--- config.mk ---
export PLATFORM = sky130hd
export DESIGN_NAME = uart_tx_sched
export DESIGN_NICKNAME = d
export VERILOG_FILES = /design/src/rtl/uart_pkg.sv /design/src/rtl/uart_rr_arb.sv /design/src/rtl/uart_tx_sched.sv
export SDC_FILE = /design/constraint.sdc
export NUM_CORES = 1
export LEC_CHECK = 0
export BUFFER_PORTS_ARGS = -buffer_cell sky130_fd_sc_hd__buf_4
export CELL_PAD_IN_SITES_DETAIL_PLACEMENT = 0
export CELL_PAD_IN_SITES_GLOBAL_PLACEMENT = 2
export CORE_UTILIZATION = 36
export DETAILED_ROUTE_END_ITERATION = 6
export GPL_TIMING_DRIVEN = 0
export PLACE_DENSITY_LB_ADDON = 0.25
export SETUP_SLACK_MARGIN = 0.05
export SLEW_MARGIN = 20
export SYNTH_ARGS = -nofsm -noshare
export SYNTH_HDL_FRONTEND = slang
export SYNTH_HIERARCHICAL = 1
export SYNTH_SLANG_ARGS = --single-unit
--- constraint.sdc ---
create_clock -name clk_i -period 6.2 [get_ports clk_i]
set_input_delay 0.93 -clock clk_i [delete_from_list [all_inputs] [get_ports clk_i]]
set_output_delay 0.93 -clock clk_i [all_outputs]
set_load 0.01 [all_outputs]
--- src/rtl/uart_pkg.sv ---
// Shared types and watchdog constants for the UART transmit scheduler.
package uart_pkg;

  typedef enum logic [1:0] {
    IDLE      = 2'd0,
    LAUNCH    = 2'd1,
    WAIT_DONE = 2'd2
  } sched_state_t;

  localparam int unsigned TO_MULT  = 12;
  localparam int unsigned TO_SLACK = 16;
  localparam int unsigned TO_W     = 20;

  // 12*65535+16 still fits in TO_W bits, so no saturation is needed.
  function automatic logic [TO_W-1:0] calc_limit(input logic [15:0] cpb);
    return TO_W'(cpb) * TO_W'(TO_MULT) + TO_W'(TO_SLACK);
  endfunction

endpackage

--- src/rtl/uart_rr_arb.sv ---
// Combinational round-robin pick: first set request scanning upward from ptr_i.
module uart_rr_arb
  import uart_pkg::*;
#(
  parameter int NREQ = 4,
  parameter int IDW  = $clog2(NREQ)
) (
  input  logic [NREQ-1:0] req_i,
  input  logic [IDW-1:0]  ptr_i,
  output logic [IDW-1:0]  idx_o,
  output logic            vld_o
);

  int unsigned      k;
  logic [IDW-1:0]   k_idx;

  // Scan from the farthest offset down so the nearest request wins last.
  always_comb begin
    idx_o = ptr_i;
    vld_o = 1'b0;
    k     = 0;
    k_idx = '0;
    for (int i = NREQ - 1; i >= 0; i--) begin
      k = int'(ptr_i) + i;
      if (k >= NREQ) k = k - NREQ;
      k_idx = IDW'(k);
      if (req_i[k_idx]) begin
        idx_o = k_idx;
        vld_o = 1'b1;
      end
    end
  end

endmodule

--- src/rtl/uart_tx_sched.sv ---
// Shares one UART transmitter among NREQ byte requesters with round-robin
// grants, a one-cycle start pulse and a done-or-watchdog completion.
module uart_tx_sched
  import uart_pkg::*;
#(
  parameter int NREQ = 4,
  parameter int IDW  = $clog2(NREQ)
) (
  input  logic              clk_i,
  input  logic              rst_ni,
  input  logic              enable_i,
  input  logic [15:0]       clks_per_bit_i,
  input  logic [NREQ-1:0]   req_i,
  input  logic [NREQ*8-1:0] data_i,
  output logic [NREQ-1:0]   gnt_o,
  output logic [IDW-1:0]    owner_o,
  output logic              busy_o,
  output logic              timeout_o,
  output logic              tx_en_o,
  output logic [7:0]        tx_byte_o,
  output logic [15:0]       tx_clks_per_bit_o,
  input  logic              tx_done_i
);

  sched_state_t    state_q;
  logic [IDW-1:0]  ptr_q;
  logic [IDW-1:0]  ptr_d;
  logic [IDW-1:0]  owner_q;
  logic [IDW-1:0]  win_idx;
  logic            win_vld;
  logic            done_q;
  logic            done_edge;
  logic            wd_hit;
  logic            tx_en_q;
  logic            busy_q;
  logic [NREQ-1:0] gnt_q;
  logic [7:0]      byte_q;
  logic [TO_W-1:0] timer_q;
  logic [TO_W-1:0] limit_q;

  uart_rr_arb #(.NREQ(NREQ), .IDW(IDW)) u_arb (
    .req_i (req_i),
    .ptr_i (ptr_q),
    .idx_o (win_idx),
    .vld_o (win_vld)
  );

  // A done level left over from the previous byte is masked by done_q.
  assign done_edge = tx_done_i & ~done_q;
  assign wd_hit    = (timer_q == limit_q);
  assign ptr_d     = (owner_q == IDW'(NREQ - 1)) ? '0 : owner_q + IDW'(1);

  assign gnt_o             = gnt_q;
  assign owner_o           = owner_q;
  assign busy_o            = busy_q;
  assign tx_en_o           = tx_en_q;
  assign tx_byte_o         = byte_q;
  assign tx_clks_per_bit_o = clks_per_bit_i;
  assign timeout_o         = (state_q == WAIT_DONE) && !done_edge && wd_hit;

  always_ff @(posedge clk_i or negedge rst_ni) begin
    if (!rst_ni) begin
      state_q <= IDLE;
      ptr_q   <= '0;
      owner_q <= '0;
      done_q  <= 1'b0;
      tx_en_q <= 1'b0;
      busy_q  <= 1'b0;
      gnt_q   <= '0;
      byte_q  <= '0;
      timer_q <= '0;
      limit_q <= '0;
    end else begin
      done_q  <= tx_done_i;
      tx_en_q <= 1'b0;
      gnt_q   <= '0;
      case (state_q)
        IDLE: begin
          if (enable_i && win_vld) begin
            byte_q  <= data_i[{win_idx, 3'b000} +: 8];
            owner_q <= win_idx;
            limit_q <= calc_limit(clks_per_bit_i);
            timer_q <= '0;
            tx_en_q <= 1'b1;
            gnt_q   <= NREQ'(1) << win_idx;
            busy_q  <= 1'b1;
            state_q <= LAUNCH;
          end
        end
        LAUNCH: begin
          state_q <= WAIT_DONE;
        end
        WAIT_DONE: begin
          timer_q <= timer_q + TO_W'(1);
          if (done_edge || wd_hit) begin
            ptr_q   <= ptr_d;
            busy_q  <= 1'b0;
            state_q <= IDLE;
          end
        end
        default: begin
          busy_q  <= 1'b0;
          state_q <= IDLE;
        end
      endcase
    end
  end

endmodule

Word-level counts from Yosys, hierarchy flattened. Index checks and enable logic that the tools add are counted.

$add $sub $neg: 10. Multipliers: 1. Order comparisons: 8. Equal/unequal tests: 6. Shift operators: 2. Muxes and demuxes: 33. Bitwise operators: 3. Reductions and logical operators: 12.

Operator list (count): one-hot mux 20 bit (2 select lines) (1); indexed part select 32 x 6 -> 8 bit (1); two-way mux 2 bit (11); adder 20 x 1 -> 20 bit (second input constant) (1); adder 20 x 5 -> 20 bit (second input constant) (1); == test 20 bit (1); two-way mux 20 bit (1); multiplier 16 x 2 -> 18 bit (second input constant) (1); < comparator 2 x 3 -> 1 bit (second input constant) (4); two-way mux 1 bit (12); greater-or-equal comparator 3 bit (second input constant) (3); binary-select mux 1 bit (select 2 bit) (4); two-way mux 4 bit (2); AND reduction 2 bit (4); subtractor 2 x 1 -> 2 bit (second input constant) (4); adder 2 x 2 -> 3 bit (second input constant) (2); one-hot mux 2 bit (3 select lines) (1); == test 2 bit (second input constant) (2); left shift 1 x 2 -> 4 bit (first input constant) (1); adder 2 x 1 -> 3 bit (second input constant) (1); greater-or-equal comparator 2 x 3 -> 1 bit (second input constant) (1); logical AND 1 bit (3); one-hot mux 1 bit (3 select lines) (1); AND reduction 3 bit (1); 10 further kinds (11).

Register bits after elaboration: 61. Bits of input ports: 56. Word-level logic and storage cells: 85.

Longest topological paths before layout.
Depth in word-level cells: 12. Depth in mapped cells: 12. Gate-level depth less buffers: 11.

Modules after synthesis. The synthesis kept the hierarchy.

By module, submodules not included: uart_tx_sched (times used 1, cells each 444, area an instance 4082.7 um^2); uart_rr_arb (times used 1, cells each 16, area an instance 100.1 um^2).

Worst setup path after synthesis. OpenSTA, ideal clock, no wires.

Path type: in2reg. Start point: in clks_per_bit_i[0]. End point: reg limit_q[16]. Setup time: 0.125 ns. Arrival: 3.338 ns. Data required time: 6.075 ns. Slack: 2.737 ns. Stages: 12. Buffers on the path: 1. Cells stage by stage: ha_1 > inv_1 > fa_1 > nand2b_1 > a211o_1 > nor2b_1 > xor2_1 > or3_1 > buf_2 > nor3_2 > xnor2_1 > mux2_2.

Word-level cells in the longest chain between the ends: 2.

RTL lines: start: declaration (RTL line uart_tx_sched.sv:12) `input logic [15:0] clks_per_bit_i,`; multiplier 16 x 2 -> 18 bit (RTL line uart_pkg.sv:16) `return TO_W'(cpb) * TO_W'(TO_MULT) + TO_W'(TO_SLACK);`; adder 20 x 5 -> 20 bit (RTL line uart_pkg.sv:16); end signal: assignment (RTL line uart_tx_sched.sv:82) `limit_q <= calc_limit(clks_per_bit_i);`; end: declaration (RTL line uart_tx_sched.sv:39) `logic [TO_W-1:0] limit_q;`.

Every way passes these cells. A chain may end at the register's enable or synchronous reset.

Worst setup path in the final report.
Start point: in clks_per_bit_i[1]. End point: reg limit_q[19].

Same word-level chain as after synthesis.

==> metrics <==
final instance area 0.00533 sq mm; syn nets 538; P_int 1180 uW; Hold Fails Final Rpt 0; CTS resizes 0; die width 110 um; clock latency on the worst-skew pair 0.32 ns; Initial Util 37.8%; Port Buffer Count 88; mapped cell area 0.00418 sq mm; final setup TNS 0 ns; Worst setup EP type flip-flop; Peak VDD IR 0.194 mV; HP Start tx_byte_o[7]$_DFFE_PN0P_; clock-pin slew on the worst setup and hold paths 0.05 ns; post-synthesis cell count 460; R2R Path Start ptr_q[0]$_DFFE_PN0P_; min Tclk post-route 3.50 ns; relative slew slack 45.5%; first-pass GRT wire length 16000 um; Core ar. 0.0111 sq mm; PwrDens 337 mW/mm^2; via/cell ratio 5.04; worst min path class flip-flop to flip-flop; Async S/R FF share, synth 100%; I/O Pins 89; most frequent cell after synthesis nand2_1; #FFs+latches synth 59; largest net degree at the start of global routing 60; fin crit share 56.4%; Routed WL per cell 13.7 um; placed inst area 0.00502 sq mm; status finished, final reports clean; P_sw 618 uW; Pwr Total 1800 uW; sequential element share of the synthesized area 35.3%; RSZ-0062 raised after global routing no; leakage 0.00243 uW; Placer Congestion 0.798; drt total wl 9630 um; layout cells sized above 1 26.3%; Critical Setup Path Class input port to flip-flop; Synth cell types 61; Sw Share 34.3%; die height 110 um; dpl hpwl 7430 um; cts bufs inserted 9; drt pass-1 iters 4; antenna violations before repair 0; Final ANT Viol Nets 0; CTS H-tree lvls 3; gr usage total 17.1%; CP required 6.38 ns; Combinational Power Share 38.4%; top cells by area, synth dfrtp_1 (35%), nand2_1 (7.3%), xnor2_1 (6.7%); Flop pwr share 33.0%; Rows 38; Max Clock Freq 286 MHz; total die area 0.0121 sq mm; Post-CTS Setup Repair Bufs 0; Layout Skew 0.00679 ns; Synth area leader dfrtp_1; Clock Tree Buf Depth 2; Worst EP arrival 3.68 ns; Synth Area per Inst 9.09 sq um; max capacitance violation total 0; ys flop type dfrtp_1; initial DRC count 209; clock share of power 28.5%; EDFF count, synth 0; share of the synthesized area in the top cell type 35.3%; Setup Viol. Count Final 0; vias after detailed routing 3544; Antenna diodes 0; clk root buf clkbuf_16; CTS tree done; Worst setup startpoint clks_per_bit_i[1]; Ys Warns 6; grt ovf 0; fin. max-slew vios 0; clock sinks 59; synth-to-layout area growth 27.5%; Slew @ Worst Pin 0.815 ns; vias in the first global route 3405; Layout Nets 637; maximum fanout count along the critical path 8; Worst Setup Start Kind input port; Post-CTS Hold Buffers 0; top cells by count, synth nand2_1 (81), dfrtp_1 (59), o21ai_0 (34), xnor2_1 (32), nor2_1 (23); DR DRC count 0
==> routing by layer <==
metal	track usage [%]	wire [um]	part of all wire, %	vias up
li1	-	-	-	1820
met1	21.1	4450	46	1646
met2	29.6	4640	48	67
met3	2.67	347	3.6	11
met4	6.76	187	1.9	0
met5	0	0	0	-
==> power by group through the flow <==
stage                     combinational [uW]  clock, uW  sequential [uW]
after global placement                   694          0              599
final                                    692        514              595
after global routing                     784        546              614
after detailed placement                 705          0              603
after floorplan                          457          0              602
after CTS                                708        526              597
==> path summary, 6_finish.rpt <==
path | depth (start not counted) | to | slack [ns]
worst max-delay path | 12 | limit_q[19]$_DFFE_PN0P_ | 2.70
min in group asynchronous | 1 | timer_q[1]$_DFFE_PN0P_ | 0.67
max in group asynchronous | 1 | limit_q[3]$_DFFE_PN0P_ | 5.02
worst max register to register | 7 | tx_byte_o[3]$_DFFE_PN0P_ | 3.85
worst min-delay path | 2 | tx_byte_o[7]$_DFFE_PN0P_ | 0.48
worst min register to register | 2 | tx_byte_o[7]$_DFFE_PN0P_ | 0.48
==> cell usage in the layout, fill, tap and decap left out, types with 6 or more instances in the layout <==
master     count
a21oi_1       15
and3_1        11
buf_4        104
clkbuf_1      14
clkbuf_16      9
dfrtp_1       59
ha_1          21
inv_1         15
mux4_2         8
nand2_1       81
nand3_1       20
nand4_1        9
nor2_1        23
o211ai_1       8
o21ai_0       34
o31ai_1        6
xnor2_1       32
xor2_1         9
==> sequential cells by signal, summed over array words and instances (netlist names) <==
name and cells:
owner_o 2, state_q 2, busy_o 1, tx_en_o 1, limit_q 18, tx_byte_o 8, done_q 1, timer_q 20
ptr_q 2, gnt_o 4
==> critical path: stages <==
cell      delay [ns]
buf_4           0.10
ha_1            0.17
inv_1           0.06
fa_1            0.38
nand2b_1        0.22
a211o_1         0.42
nor2b_1         0.20
xor2_1          0.17
or3_1           0.41
nor4_4          0.30
and4_1          0.25
o31ai_2         0.07
==> per-stage QoR <==
stage / utilization, % / hold slack (ns) / cells / setup slack [ns]
2_1_floorplan: - / 0.466 / 460 / 2.74
3_3_place_gp: 45.3 / 0.460 / 688 / 2.40
3_5_place_dp: 45.3 / 0.464 / 688 / 2.36
4_1_cts: 48.1 / 0.478 / 703 / 2.69
5_1_grt: 48.1 / 0.507 / 703 / 2.48
6_report: 48.1 / 0.477 / 703 / 2.70
==> final cells by class <==
type	instances	area, sq um
inverters	16	60.1
repair buffers	88	661
flip-flops and latches	59	1480
clock buffers	14	284
clock inverters	1	30.0
fillers	1090	5740
plain buffers	33	194
well taps	140	175
multi-input cells	352	2450
==> cells by family after synthesis <==
| kind of cell | share of synthesized area [%] |
|---|---|
| AND/OR/NAND/NOR | 20.8 |
| flip-flops | 35.3 |
| XOR/XNOR | 8.59 |
| adder cells (fa/ha/maj) | 6.76 |
| multiplexers | 6.10 |
| AO/OA/AOI/OAI | 16.4 |
| buffers and inverters | 6.07 |
Power figures use the tool's default switching activity.
